--- src/rtl/mips_pkg.sv ---
// mips_pkg: shared types and sizing helpers for the multicycle MIPS datapath
package mips_pkg;

    typedef enum logic [1:0] {
        MULT  = 2'b00,
        MULTU = 2'b01,
        DIV   = 2'b10,
        DIVU  = 2'b11
    } muldiv_op_t;

    typedef enum logic [2:0] {
        IDLE,
        PREP,
        RUN,
        FIX,
        DONE
    } muldiv_state_t;

    localparam int MULDIV_WIDTH = 32;
    localparam int MULDIV_CNT_W = $clog2(MULDIV_WIDTH) + 1;

    // Iteration counter must hold the value WIDTH itself, hence the extra bit.
    function automatic int muldiv_cnt_w(input int w);
        return $clog2(w) + 1;
    endfunction

endpackage

--- src/rtl/muldiv_sign_fix.sv ---
// muldiv_sign_fix: conditional two's-complement negate, used for magnitudes and result signs
module muldiv_sign_fix #(
    parameter int N = 32
) (
    input  logic [N-1:0] x,
    input  logic         neg,
    output logic [N-1:0] y
);

    assign y = neg ? (~x + N'(1)) : x;

endmodule

--- src/rtl/mul_div_unit.sv ---
// mul_div_unit: iterative shift-add multiply / restoring divide producing HI/LO.
// Optional MULDIV_EARLY_OUT_EN: multiplies leave RUN once the multiplier magnitude is exhausted.
module mul_div_unit #(
    parameter int WIDTH = 32
) (
    input  logic             clk,
    input  logic             rst_n,
    input  logic             start,
    input  logic [1:0]       op,
    input  logic [WIDTH-1:0] a,
    input  logic [WIDTH-1:0] b,
    output logic             busy,
    output logic             done,
    output logic [WIDTH-1:0] hi,
    output logic [WIDTH-1:0] lo,
    output logic             div_by_zero
);
    import mips_pkg::*;

    localparam int CW = muldiv_cnt_w(WIDTH);

    muldiv_state_t      state, state_n;
    muldiv_op_t         op_q;
    logic [WIDTH-1:0]   a_q, b_q, x;
    logic [2*WIDTH-1:0] y, acc, prod_fix;
    logic [CW-1:0]      cnt;
    logic               sign_a, sign_b;
    logic [WIDTH-1:0]   mag_a, mag_b, rem_fix, quo_fix;
    logic [WIDTH:0]     rtop, diff;
    logic               is_div, is_sgn;

    assign is_div = op_q[1];
    assign is_sgn = ~op_q[0];

    // Restoring step: remainder gets one extra bit so large unsigned divisors never overflow.
    assign rtop = {acc[2*WIDTH-1:WIDTH], x[WIDTH-1]};
    assign diff = rtop - {1'b0, y[WIDTH-1:0]};

    muldiv_sign_fix #(.N(WIDTH)) u_mag_a (.x(a_q), .neg(is_sgn & a_q[WIDTH-1]), .y(mag_a));
    muldiv_sign_fix #(.N(WIDTH)) u_mag_b (.x(b_q), .neg(is_sgn & b_q[WIDTH-1]), .y(mag_b));
    muldiv_sign_fix #(.N(2*WIDTH)) u_prod (.x(acc), .neg(sign_a ^ sign_b), .y(prod_fix));
    muldiv_sign_fix #(.N(WIDTH)) u_quo (.x(acc[WIDTH-1:0]), .neg(sign_a ^ sign_b), .y(quo_fix));
    muldiv_sign_fix #(.N(WIDTH)) u_rem (.x(acc[2*WIDTH-1:WIDTH]), .neg(sign_a), .y(rem_fix));

    // State register.
    always_ff @(posedge clk or negedge rst_n) begin
        if (!rst_n) state <= IDLE;
        else        state <= state_n;
    end

    // Next-state sequencing and status outputs.
    always_comb begin
        state_n = state;
        busy    = state != IDLE;
        done    = state == DONE;
        case (state)
            IDLE: state_n = start ? PREP : IDLE;
`ifdef MULDIV_EARLY_OUT_EN
            PREP: state_n = (!is_div && mag_b == '0) ? FIX : RUN;
            RUN:  state_n = (cnt == CW'(1) || (!is_div && x[WIDTH-1:1] == '0)) ? FIX : RUN;
`else
            PREP: state_n = RUN;
            RUN:  state_n = (cnt == CW'(1)) ? FIX : RUN;
`endif
            FIX:  state_n = DONE;
            DONE: state_n = IDLE;
            default: state_n = IDLE;
        endcase
    end

    // Operand capture, iteration datapath and result registers.
    always_ff @(posedge clk or negedge rst_n) begin
        if (!rst_n) begin
            op_q        <= MULT;
            a_q         <= '0;
            b_q         <= '0;
            x           <= '0;
            y           <= '0;
            acc         <= '0;
            cnt         <= '0;
            sign_a      <= 1'b0;
            sign_b      <= 1'b0;
            hi          <= '0;
            lo          <= '0;
            div_by_zero <= 1'b0;
        end else begin
            case (state)
                IDLE: if (start) begin
                    op_q        <= muldiv_op_t'(op);
                    a_q         <= a;
                    b_q         <= b;
                    div_by_zero <= 1'b0;
                end
                PREP: begin
                    sign_a <= is_sgn & a_q[WIDTH-1];
                    sign_b <= is_sgn & b_q[WIDTH-1];
                    cnt    <= CW'(WIDTH);
                    acc    <= '0;
                    x      <= is_div ? mag_a : mag_b;
                    y      <= {{WIDTH{1'b0}}, is_div ? mag_b : mag_a};
                end
                RUN: begin
                    cnt <= cnt - CW'(1);
                    if (is_div) begin
                        acc <= {diff[WIDTH] ? rtop[WIDTH-1:0] : diff[WIDTH-1:0], acc[WIDTH-2:0], ~diff[WIDTH]};
                        x   <= x << 1;
                    end else begin
                        if (x[0]) acc <= acc + y;
                        x <= x >> 1;
                        y <= y << 1;
                    end
                end
                FIX: begin
                    if (is_div && b_q == '0) begin
                        hi          <= a_q;
                        lo          <= '1;
                        div_by_zero <= 1'b1;
                    end else if (is_div) begin
                        hi <= rem_fix;
                        lo <= quo_fix;
                    end else begin
                        hi <= prod_fix[2*WIDTH-1:WIDTH];
                        lo <= prod_fix[WIDTH-1:0];
                    end
                end
                default: ;
            endcase
        end
    end

endmodule

--- config.mk ---
export PLATFORM = sky130hd
export DESIGN_NAME = mul_div_unit
export DESIGN_NICKNAME = d
export VERILOG_FILES = /design/src/rtl/mips_pkg.sv /design/src/rtl/muldiv_sign_fix.sv /design/src/rtl/mul_div_unit.sv
export SDC_FILE = /design/constraint.sdc
export NUM_CORES = 1
export LEC_CHECK = 0
export CORE_MARGIN = 2
export CORE_UTILIZATION = 25
export CTS_CLUSTER_SIZE = 16
export DETAILED_ROUTE_END_ITERATION = 8
export HOLD_SLACK_MARGIN = 0.03
export PLACE_DENSITY_LB_ADDON = 0.12
export SLEW_MARGIN = 10
export SYNTH_ARGS = -nofsm -noshare
export SYNTH_HDL_FRONTEND = slang
export SYNTH_HIERARCHICAL = 1
export SYNTH_SLANG_ARGS = --single-unit
--- constraint.sdc ---
create_clock -name clk -period 3.87 [get_ports clk]
set_input_delay 0.774 -clock clk [delete_from_list [all_inputs] [get_ports clk]]
set_output_delay 0.774 -clock clk [all_outputs]
set_load 0.05 [all_outputs]
==> impl_metrics.yaml <==
synth:
  seq_area_frac_synth: 0.310
  synth_cells: 2975
  synth_edf_count: 0
  ys_warn_count: 6
  synthArstFlopShare: 1.00
  ys_seq_elements: 302
  syn_nets: 3148
  synth_area_sq_um: 24400
  avgSynthCellArea_sq_um: 8.21
  synth_ff_type: "dfrtp_1"
  synth_cell_types: 91
routing:
  drt_iter0_drc: 1625
  drc_errors: 0
  drt_first_pass_iters: 5
  wl_per_cell_um: 21.7
  ant_nets: 0
  vias_per_cell: 5.16
  wl_um: 95800
  num_vias: 22800
global_route:
  antenna_found_initial: 0
  grt_usage: 0.189
  grt_max_degree: 138
  grt_pass1_vias: 22700
  grt_overflow: 0
  grt_pass1_wl_um: 146000
clock_tree:
  cts-root-buf: "clkbuf_16"
  clkSlewWorstSetupHoldPaths_ps: 60
  cts_max_path_buffers: 3
  ctsHoldBuffers: 0
  cts_buffers: 42
  tritoncts: "yes"
  cts.htree.levels: 2
  clk-insertion-delay-late_ps: 590
  post-cts-setup-buffer-count: 0
  clkSinkCount: 302
critical_path:
  r2r_start: "y[8]"
  worstPathRequired_ps: 4310
  critPathSlowestCell: "dfrtp_1"
  critical_path_arrival_ps: 4130
  rr_endpoint: "acc[57]"
  start_kind: "register"
  critPathCaptureType: "register"
  rrSetupSlack_ps: 180
  crit_fanout: 4
  critPathKind: "reg2reg"
  worstPathCellList: "ha_1, and2_1, a221o_1, a221oi_4, a31oi_4, a41oi_4, o32ai_1, o21ai_1, buf_4, nor2_1, a211oi_1, a31o_2, o211ai_1"
  slowest_delay_ps: 410
  reg2reg_depth: 13
sta:
  clock.fmax_mhz: 271
  rsz0062_at_grt: "yes"
  finalSetupTns_ps: 0
  tightest_slew_ps: 1060
  setup_ws_ps: 180
  finalMaxSlewViolations: 0
  layout_min_cycle_time_ps: 3690
  clock-skew-final_ps: 22.4
  finalCritPeriodShare: 0.954
  hold_viol_final: 0
  finalSetupViolations: 0
  maxSlewHeadroom: 0.293
place:
  dp_slack_ps: 144
  hpwlAfterDp_um: 73800
  place.gp.congestion: 0.870
  place_inst: 4339
  io_buffers: 135
power_and_ir_drop:
  ir_worst_vdd_v: 0.000460
  p_leak_nw: 12.3
  p_per_area_nw_per_um2: 1030
  p_total_mw: 30.0
floorplan:
  die_area_sq_um: 100000
  initial_core_util: 0.252
  core_sq_um: 96700
  die_x_um: 317
  die_y_um: 317
  rows: 114
  pin_count: 136
finish:
  diodes: 0
  final_layout_size_suffix_gt1_frac: 0.0969
  fin_nets: 3280
  syn_to_final_growth_pct: 19.5
  finalNonFillerCells: 4413
hold_path:
  hold_class: "in2async"
run:
  cap_viol_max_count: 0
outcome:
  status: "completed"
[logic make-up (layout without fill, tap and decap cells)]
logic type	Yosys count	after routing	synth area share
AO/OA/AOI/OAI	885	885	0.240
XOR/XNOR	267	267	0.0958
adder cells (fa/ha/maj)	104	104	0.0539
buffers and inverters	251	413	0.0404
flip-flops	302	302	0.310
multiplexers	147	147	0.0604
AND/OR/NAND/NOR	1019	1019	0.200
[cell usage in the layout (no fill, tap or decap), types with 9 or more instances in the layout]
master | netlist | routed
a211oi_1 | 10 | 10
a21o_1 | 68 | 68
a21oi_1 | 172 | 170
a221oi_1 | 41 | 41
a22oi_1 | 12 | 12
a31oi_1 | 48 | 48
and3_1 | 9 | 9
buf_4 | 6 | 129
clkbuf_1 | 140 | 11
clkbuf_16 | 0 | 43
clkdlybuf4s50_1 | 0 | 134
dfrtp_1 | 302 | 301
ha_1 | 102 | 102
inv_1 | 68 | 67
mux2i_1 | 145 | 145
nand2_1 | 544 | 542
nand2b_1 | 26 | 26
nand3_1 | 77 | 77
nand4_1 | 29 | 29
nor2_1 | 170 | 168
nor2b_1 | 15 | 13
nor3_1 | 28 | 27
nor4_1 | 23 | 23
nor4_4 | 16 | 16
o211ai_1 | 15 | 15
o21ai_0 | 307 | 307
o21bai_1 | 16 | 16
o221ai_1 | 19 | 19
o31ai_1 | 54 | 54
o41ai_1 | 30 | 30
o41ai_2 | 21 | 21
or3_1 | 17 | 17
xnor2_1 | 228 | 228
xor2_1 | 39 | 38
[critical path, delay by kind of cell, from the launching register on]
kind                     cells  cell delay (ps)
AO/OA/AOI/OAI                9             2320
adder cells (fa/ha/maj)      1              360
flip-flops                   1              410
AND/OR/NAND/NOR              2              270
buffers and inverters        1              180
[layer usage]
metal / share of wire / up-vias / GRT usage
met2: 0.48 / 492 / 0.319
li1: - / 11000 / -
met5: 0 / - / 0
met1: 0.47 / 11200 / 0.257
met3: 0.034 / 105 / 0.0209
met4: 0.024 / 0 / 0.0503
[through the flow]
| stage | instance area [sq um] | hold WS, ps | utilization |
|---|---|---|---|
| after floorplan | 24400 | 436 | - |
| after global placement | 27800 | 453 | 0.288 |
| after detailed placement | 27800 | 470 | 0.288 |
| after CTS | 29200 | 109 | 0.301 |
| after global routing | 29200 | 121 | 0.302 |
| final | 29200 | 111 | 0.302 |
[what timing repair did]
| action | in CTS | in global routing |
|---|---|---|
| hold endpoints to repair | 0 | 0 |
| resized for setup | 0 | 4 |
| setup endpoints to repair | 0 | 8 |
[sequential cells by signal, indices dropped and copies added, names as in the netlist, 2 cells and up]
| signal | flops |
|---|---|
| a_q | 32 |
| acc | 64 |
| b_q | 32 |
| cnt | 6 |
| hi | 32 |
| lo | 32 |
| op_q | 2 |
| state | 3 |
| x | 32 |
| y | 64 |
[Yosys cell counts (7+ instances only)]
| cell | count | area, sq um |
|---|---|---|
| o221ai_1 | 19 | 166 |
| a221o_1 | 7 | 70.1 |
| nand4_1 | 29 | 181 |
| a31oi_1 | 48 | 300 |
| or2_2 | 8 | 50.1 |
| or2b_1 | 8 | 60.1 |
| nor2_1 | 170 | 638 |
| o31ai_1 | 54 | 405 |
| nand2b_1 | 26 | 163 |
| clkbuf_1 | 140 | 526 |
| buf_1 | 29 | 109 |
| a221oi_1 | 41 | 359 |
| nor2b_1 | 15 | 93.8 |
| o21a_1 | 8 | 60.1 |
| nor4_4 | 16 | 340 |
| and2_1 | 8 | 50.1 |
| a21oi_1 | 172 | 861 |
| or3_1 | 17 | 106 |
| a21o_1 | 68 | 510 |
| nor3_1 | 28 | 140 |
| o41ai_2 | 21 | 342 |
| xor2_1 | 39 | 342 |
| o21bai_1 | 16 | 120 |
| o41ai_1 | 30 | 263 |
| a22oi_1 | 12 | 90.1 |
| nand2_1 | 544 | 2040 |
| inv_1 | 68 | 255 |
| and3_1 | 9 | 56.3 |
| ha_1 | 102 | 1280 |
| mux2i_1 | 145 | 1450 |
| o211ai_1 | 15 | 113 |
| nand3_1 | 77 | 385 |
| xnor2_1 | 228 | 2000 |
| o21ai_0 | 307 | 1540 |
| dfrtp_1 | 302 | 7560 |
| a211oi_1 | 10 | 75.1 |
| nor4_1 | 23 | 144 |
[where the power goes]
group / internal, mW / total (mW) / switching [mW]
sequential: 4.36 / 6.13 / 1.77
clock: 2.24 / 3.87 / 1.63
combinational: 7.54 / 20.0 / 12.5
total: 14.1 / 30.0 / 15.9
[worst max path at each step]
| stage | start | endpoint | slack, ps | cells after the start |
|---|---|---|---|---|
| finish | y[8] | acc[57] | 180 | 13 |
| global route | y[0] | acc[38] | 3 | 13 |
| CTS | y[0] | acc[50] | 120 | 13 |
| detailed placement | y[0] | acc[50] | 140 | 13 |
| global placement | y[0] | acc[50] | 160 | 13 |
| floorplan | acc[6] | acc[61] | 620 | 13 |
[area by class of cell]
cell class	instances	area, sq um
fill	10400	67500
multi-input combinational	2422	16000
sequential	302	7560
timing repair buffer	271	2460
tap	1276	1600
clock buffer	61	1210
inverter	68	255
clock inverter	13	120
Note: power is estimated with default switching activity, not from simulation.
==> variant 1, RTL diff (same settings) <==
Register the inputs `start`, `op`, `a` and `b` before use, with the module's reset. The logic sees them one clock later.
--- a/src/rtl/mul_div_unit.sv
+++ b/src/rtl/mul_div_unit.sv
@@ -19,4 +19,23 @@
 
     localparam int CW = muldiv_cnt_w(WIDTH);
+
+    logic start_q;
+    logic [1:0] op_r;
+    logic [WIDTH-1:0] a_r;
+    logic [WIDTH-1:0] b_r;
+
+    always_ff @(posedge clk or negedge rst_n) begin
+        if (!rst_n) begin
+            start_q <= '0;
+            op_r    <= '0;
+            a_r     <= '0;
+            b_r     <= '0;
+        end else begin
+            start_q <= start;
+            op_r    <= op;
+            a_r     <= a;
+            b_r     <= b;
+        end
+    end
 
     muldiv_state_t      state, state_n;
@@ -55,5 +74,5 @@
         done    = state == DONE;
         case (state)
-            IDLE: state_n = start ? PREP : IDLE;
+            IDLE: state_n = start_q ? PREP : IDLE;
 `ifdef MULDIV_EARLY_OUT_EN
             PREP: state_n = (!is_div && mag_b == '0) ? FIX : RUN;
@@ -86,8 +105,8 @@
         end else begin
             case (state)
-                IDLE: if (start) begin
-                    op_q        <= muldiv_op_t'(op);
-                    a_q         <= a;
-                    b_q         <= b;
+                IDLE: if (start_q) begin
+                    op_q        <= muldiv_op_t'(op_r);
+                    a_q         <= a_r;
+                    b_q         <= b_r;
                     div_by_zero <= 1'b0;
                 end
Formal check against the unedited RTL: not equivalent (Yosys sat finds a counterexample within 4 cycles, from zero or initial values and one cycle with rst_n low).
==> variant 1 against the original RTL <==
  * Count of clock-buffer cells in the layout is 3 higher
  * Setup slack better by 23 ps
  * Critical endpoint is now acc[60]
  * Total power is 1.7% higher
  * Wire length is 1.3% higher
  * Sequential cell count is 67 higher
  * Design area is 7.4% higher
  * Sequential share of layout area is 3.6 points higher
  * Area after synthesis is 7.9% higher
==> variant 1: results (changes against the original RTL) <==
* Synth Warn # at 6 (unchanged)
* H-tree depth reported by CTS at 2 (unchanged)
* GRT Total Usage at 0.1784 (-0.01112)
* Initial antenna violation count at 1 (+1)
* Peak supply drop at 0.5885 mV (+28%)
* Initial DRC count at 1522 (-6.3%)
* Status: completed
* Top cells by area, synth: dfrtp_1 35%, nand2_1 8.1%, xnor2_1 7.7%
* Cell variety after synth at 95 (+4.4%)
* Post-synthesis sequential area ratio at 0.3505 (+0.04101)
* Largest stage delay on the critical path at 440 ps (+30 ps)
* Via/cell ratio at 4.964 (-3.9%)
* Worst-path clk slew at 70 ps
* CTS root buf: clkbuf_16
* Worst hold slack at 142.1 ps (+31.12 ps)
* Layout cell share with drive strength beyond 1 at 0.09734 (+0.0004317)
* RePlAce Congestion at 0.8871 (+1.9%)
* Reg2reg setup slack at 200 ps (+20 ps)
* CTS Buf Count at 46 (+9.5%)
* Number of global-route vias before repair at 22680 (-0.18%)
* Total grt overflow at 0 (unchanged)
* Drt total wl at 97.07 mm (+1.3%)
* Clock Path Buffers at 3 (unchanged)
* Fin Clk Skew at 46.84 ps (+24.44 ps)
* Largest fanout on the critical path at 9 (+5)
* Largest regs: acc: 64 flops, y: 64 flops
* CP max stage cell: dfrtp_1
* Detailed placement HPWL at 74.28 mm (+0.59%)
* Fraction of registers with async set/reset at 1.000 (unchanged)
* Peak Freq at 272.6 MHz (+0.62%)
* Layout Nets at 3337 (+1.7%)
* Largest family of logic cells by synthesized area: compound AO/OA/AOI/OAI gates
* Post-Place Cell Area at 29790 um2 (+7.1%)
* Family with the most delay on the worst path: compound AO/OA/AOI/OAI gates
* Most frequent cells after synthesis: 567 x nand2_1, 369 x dfrtp_1, 289 x o21ai_0
* Leak at 0.01319 uW (+7.0%)
* Largest net degree at the start of global routing at 127 (-8.0%)
* Post-synthesis mux area share at 0.07414 (+0.01378)
* Worst Tran Pin Value at 1110 ps (+49.31 ps)
* Avg Cell Area, Syn at 8.654 um2 (+5.4%)
* Crit path arrival time at 4120 ps (about the same)
* HP Class: in -> async
* Synth Area in XOR/XNOR at 0.08906 (-0.006721)
* Synth Area in Compound Gates at 0.2065 (-0.03382)
* First-pass GRT wire length at 147.2 mm (+1.2%)
* WL/cell at 21.16 um (-2.5%)
* Synthesized Nets at 3217 (+2.2%)
* Worst skew pair latency at 630 ps (+40 ps)
* Post-synthesis adder-cell area fraction at 0.04997 (-0.003943)
* Placed cells at 4506 (+3.8%)
-- variant 1: changes by cell type after synthesis, sizes merged, moves of 8 or more --
cell	unedited run	this run
dfrtp	302	369
mux2i	145	185
nand3	77	63
nand4	31	49
or3	17	25
o221ai	19	42
nor2	170	147
o21ai	313	303
a21o	68	57
buf	43	52
a21oi	172	153
a221oi	43	5
nand2	545	568
-- variant 1: worst paths after layout --
kind                          from      end  depth (start not counted)
min                          rst_n   lo[25]                          1
max in group asynchronous    rst_n  b_q[26]                          2
min reg2reg                b_r[29]  b_q[29]                          2
min in group clk           b_r[29]  b_q[29]                          2
max reg2reg                   y[0]  acc[60]                         13
max                           y[0]  acc[60]                         13
-- variant 1: power breakdown --
part | internal [uW] | total (uW) | switching, uW
sequential | 5110 | 6990 | 1880
clock | 2620 | 4480 | 1870
combinational | 7220 | 19100 | 11800
total | 14900 | 30500 | 15600
-- variant 1: cell type report --
| type | instances | area (um2) |
|---|---|---|
| inverters | 66 | 247.7 |
| flip-flops and latches | 369 | 9238 |
| diodes | 2 | 5.005 |
| clock inverters | 15 | 241.5 |
| multi-input cells | 2418 | 16150 |
| well taps | 1391 | 1740 |
| clock buffers | 64 | 1299 |
| fillers | 11216 | 73620 |
| repair buffers | 263 | 2430 |
-- variant 1: repair_timing --
action                                 4_1_cts  5_1_grt
buffers inserted                             0        1
gates resized for setup                      0        0
endpoints found under the hold margin        0        0
setup endpoints to repair                    0       10
-- variant 1: metal layers --
layer,vias to the layer above,routed length (um),GRT usage
met5,-,0,0
met4,0,2619,0.05043
met3,115,3248,0.02099
met2,421,45640,0.2950
met1,11068,45560,0.2442
li1,11170,-,-
==> variant 2, RTL diff (same flow settings) <==
Without the edit above. Add a define of `MULDIV_EARLY_OUT_EN`.
--- a/src/rtl/mul_div_unit.sv
+++ b/src/rtl/mul_div_unit.sv
@@ -1,4 +1,6 @@
 // mul_div_unit: iterative shift-add multiply / restoring divide producing HI/LO.
 // Optional MULDIV_EARLY_OUT_EN: multiplies leave RUN once the multiplier magnitude is exhausted.
+`define MULDIV_EARLY_OUT_EN
+
 module mul_div_unit #(
     parameter int WIDTH = 32
Check against the original RTL: not equivalent (a bounded check fails within 4 cycles, from zero or initial values and one cycle with rst_n low).
==> variant 2 against the original RTL <==
  * Largest cell class unchanged
  * Critical path depth decreased by 1
  * Design area increased by 0.35%
  * Setup slack got worse by 37 ps
  * Combinational power increased by 3%
  * Count of clock-buffer cells in the layout decreased by 3
  * Global-route usage increased by 0.13 points
  * First-iteration DRC count increased by 6.3%
  * Area after synthesis increased by 0.13%
  * Total power increased by 3.1%
  * Final cell count decreased by 2.4%
  * Sequential cell count unchanged
  * Hold slack improved by 11 ps
  * Wire length increased by 0.85%
==> variant 2: results (changes against the original RTL) <==
* Clock Path Buffers at 3 (unchanged)
* GRT Total Usage at 0.1908 (+0.001292)
* Synthesized Nets at 3026 (-3.9%)
* Via/cell ratio at 5.227 (+1.2%)
* Largest regs: acc: 64 flops, y: 64 flops
* Setup bufs post-CTS at 0 (unchanged)
* Layout cell share with drive strength beyond 1 at 0.1212 (+0.02425)
* First-pass GRT wire length at 144.8 mm (-0.49%)
* Reg2reg setup slack at 140 ps (-40 ps)
* Family with the most delay on the worst path: compound AO/OA/AOI/OAI gates
* Largest net degree at the start of global routing at 127 (-8.0%)
* Initial DRC count at 1728 (+6.3%)
* Layout Nets at 3172 (-3.3%)
* RePlAce Congestion at 0.8863 (+1.9%)
* Pre-Repair DR Iteration Count at 7 (+2)
* Detailed placement HPWL at 75.30 mm (+2.0%)
* Drt total wl at 96.61 mm (+0.85%)
* Max_slew headroom at 0.2304 (-0.06269)
* Post-synthesis sequential area ratio at 0.3091 (-0.0003960)
* Post-Place Cell Area at 27910 um2 (+0.33%)
* Worst skew pair latency at 600 ps
* Fraction of registers with async set/reset at 1.000 (unchanged)
* HP Class: in -> async
* Fin Clk Skew at 24.91 ps (+2.513 ps)
* CP max stage cell: o31ai_4
* Status: completed
* CTS Buf Count at 41 (-2.4%)
* Synth Warn # at 6 (unchanged)
* Peak supply drop at 0.4932 mV (+7.3%)
* Most frequent cells after synthesis: 357 x nand2_1, 302 x dfrtp_1, 269 x o21ai_0
* Top FF cell, synth: dfrtp_1
* Largest stage delay on the critical path at 440 ps (+30 ps)
* CTS root buf: clkbuf_16
* Worst-path clk slew at 60 ps (about the same)
* Leak at 0.01176 uW (-4.6%)
* Largest fanout on the critical path at 3 (-1)
* H-tree depth reported by CTS at 2 (unchanged)
* PortBufs at 135 (unchanged)
* Top cells by area, synth: dfrtp_1 31%, xnor2_1 8.3%, mux2i_1 5.9%
* Number of global-route vias before repair at 22089 (-2.8%)
* Initial antenna violation count at 4 (+4)
* Cell variety after synth at 86 (-5.5%)
[variant 2: changes by cell type after synthesis, moves of 8 or more]
| cell | change |
|---|---|
| a21o_1 | -32 |
| nand4_1 | +8 |
| nand2_1 | -187 |
| a21oi_1 | -11 |
| o21ai_0 | -38 |
| nor2_1 | -10 |
| mux2_2 | +63 |
| nor4_1 | +17 |
| clkbuf_1 | -11 |
| a22oi_1 | +8 |
| o21ai_1 | +50 |
[variant 2: per-layer routing]
metal	share of wire	up-vias	GRT usage
met3	0.040	97	0.02028
met4	0.025	0	0.05060
met1	0.46	11124	0.2619
met5	0	-	0
met2	0.47	514	0.3184
li1	-	10783	-
[variant 2: final timing paths]
| check | to | start | cells after the start |
|---|---|---|---|
| max | acc[62] | y[0] | 12 |
| min | lo[14] | rst_n | 1 |
| max reg2reg | acc[62] | y[0] | 12 |
| min reg2reg | hi[8] | hi[8] | 2 |
| max in group asynchronous | acc[39] | rst_n | 2 |
| min in group clk | hi[8] | hi[8] | 2 |
[variant 2: what timing repair did]
| action | in CTS | in global routing |
|---|---|---|
| endpoints found under the setup margin | 0 | 18 |
| hold buffers | 0 | 0 |
| endpoints found under the hold margin | 0 | 0 |
| gates resized for setup | 0 | 3 |
[variant 2: layout make-up]
type / count / area, um2
Antenna cell: 3 / 7.507
Clock buffer: 58 / 1170
Clock inverter: 15 / 178.9
Fill cell: 10240 / 67570
Inverter: 73 / 274.0
Multi-Input combinational cell: 2307 / 16020
Sequential cell: 302 / 7561
Tap cell: 1276 / 1597
Timing Repair Buffer: 274 / 2475
[variant 2: logic make-up after synthesis]
kind of cell / after synthesis / share of synthesized area
xor+xnor: 272 / 0.09745
fa+ha+maj: 104 / 0.05384
buf+inv: 244 / 0.03972
flops: 302 / 0.3091
compound gates: 862 / 0.2304
mux: 217 / 0.09253
simple gates: 852 / 0.1770
[variant 2: worst reg2reg max path, delay by kind of cell, from the launching register on]
family / cells / cell delay (ps)
AOI/OAI and AO/OA: 8 / 2310
xor gates and xnor gates: 1 / 150
adders and majority gates: 2 / 660
DFF: 1 / 380
and+or+nand+nor: 1 / 90
[variant 2: through the flow]
step / hold WS (ps) / util / setup WS, ps / cells
finish: 122.2 / 0.3023 / 142.4 / 4308
global route: 162.9 / 0.3023 / 19.87 / 4305
CTS: 182.5 / 0.3021 / 88.36 / 4305
detailed placement: 473.4 / 0.2882 / 115.4 / 4232
global placement: 468.7 / 0.2882 / 116.9 / 4232
floorplan: 445.6 / - / 559.1 / 2853
[variant 2: power breakdown]
part / switching [uW] / leakage (uW) / internal [uW]
registers: 2040 / 0.00377 / 4460
logic: 12700 / 0.00732 / 7830
clock network: 1630 / 0.000666 / 2310
total: 16400 / 0.0118 / 14600
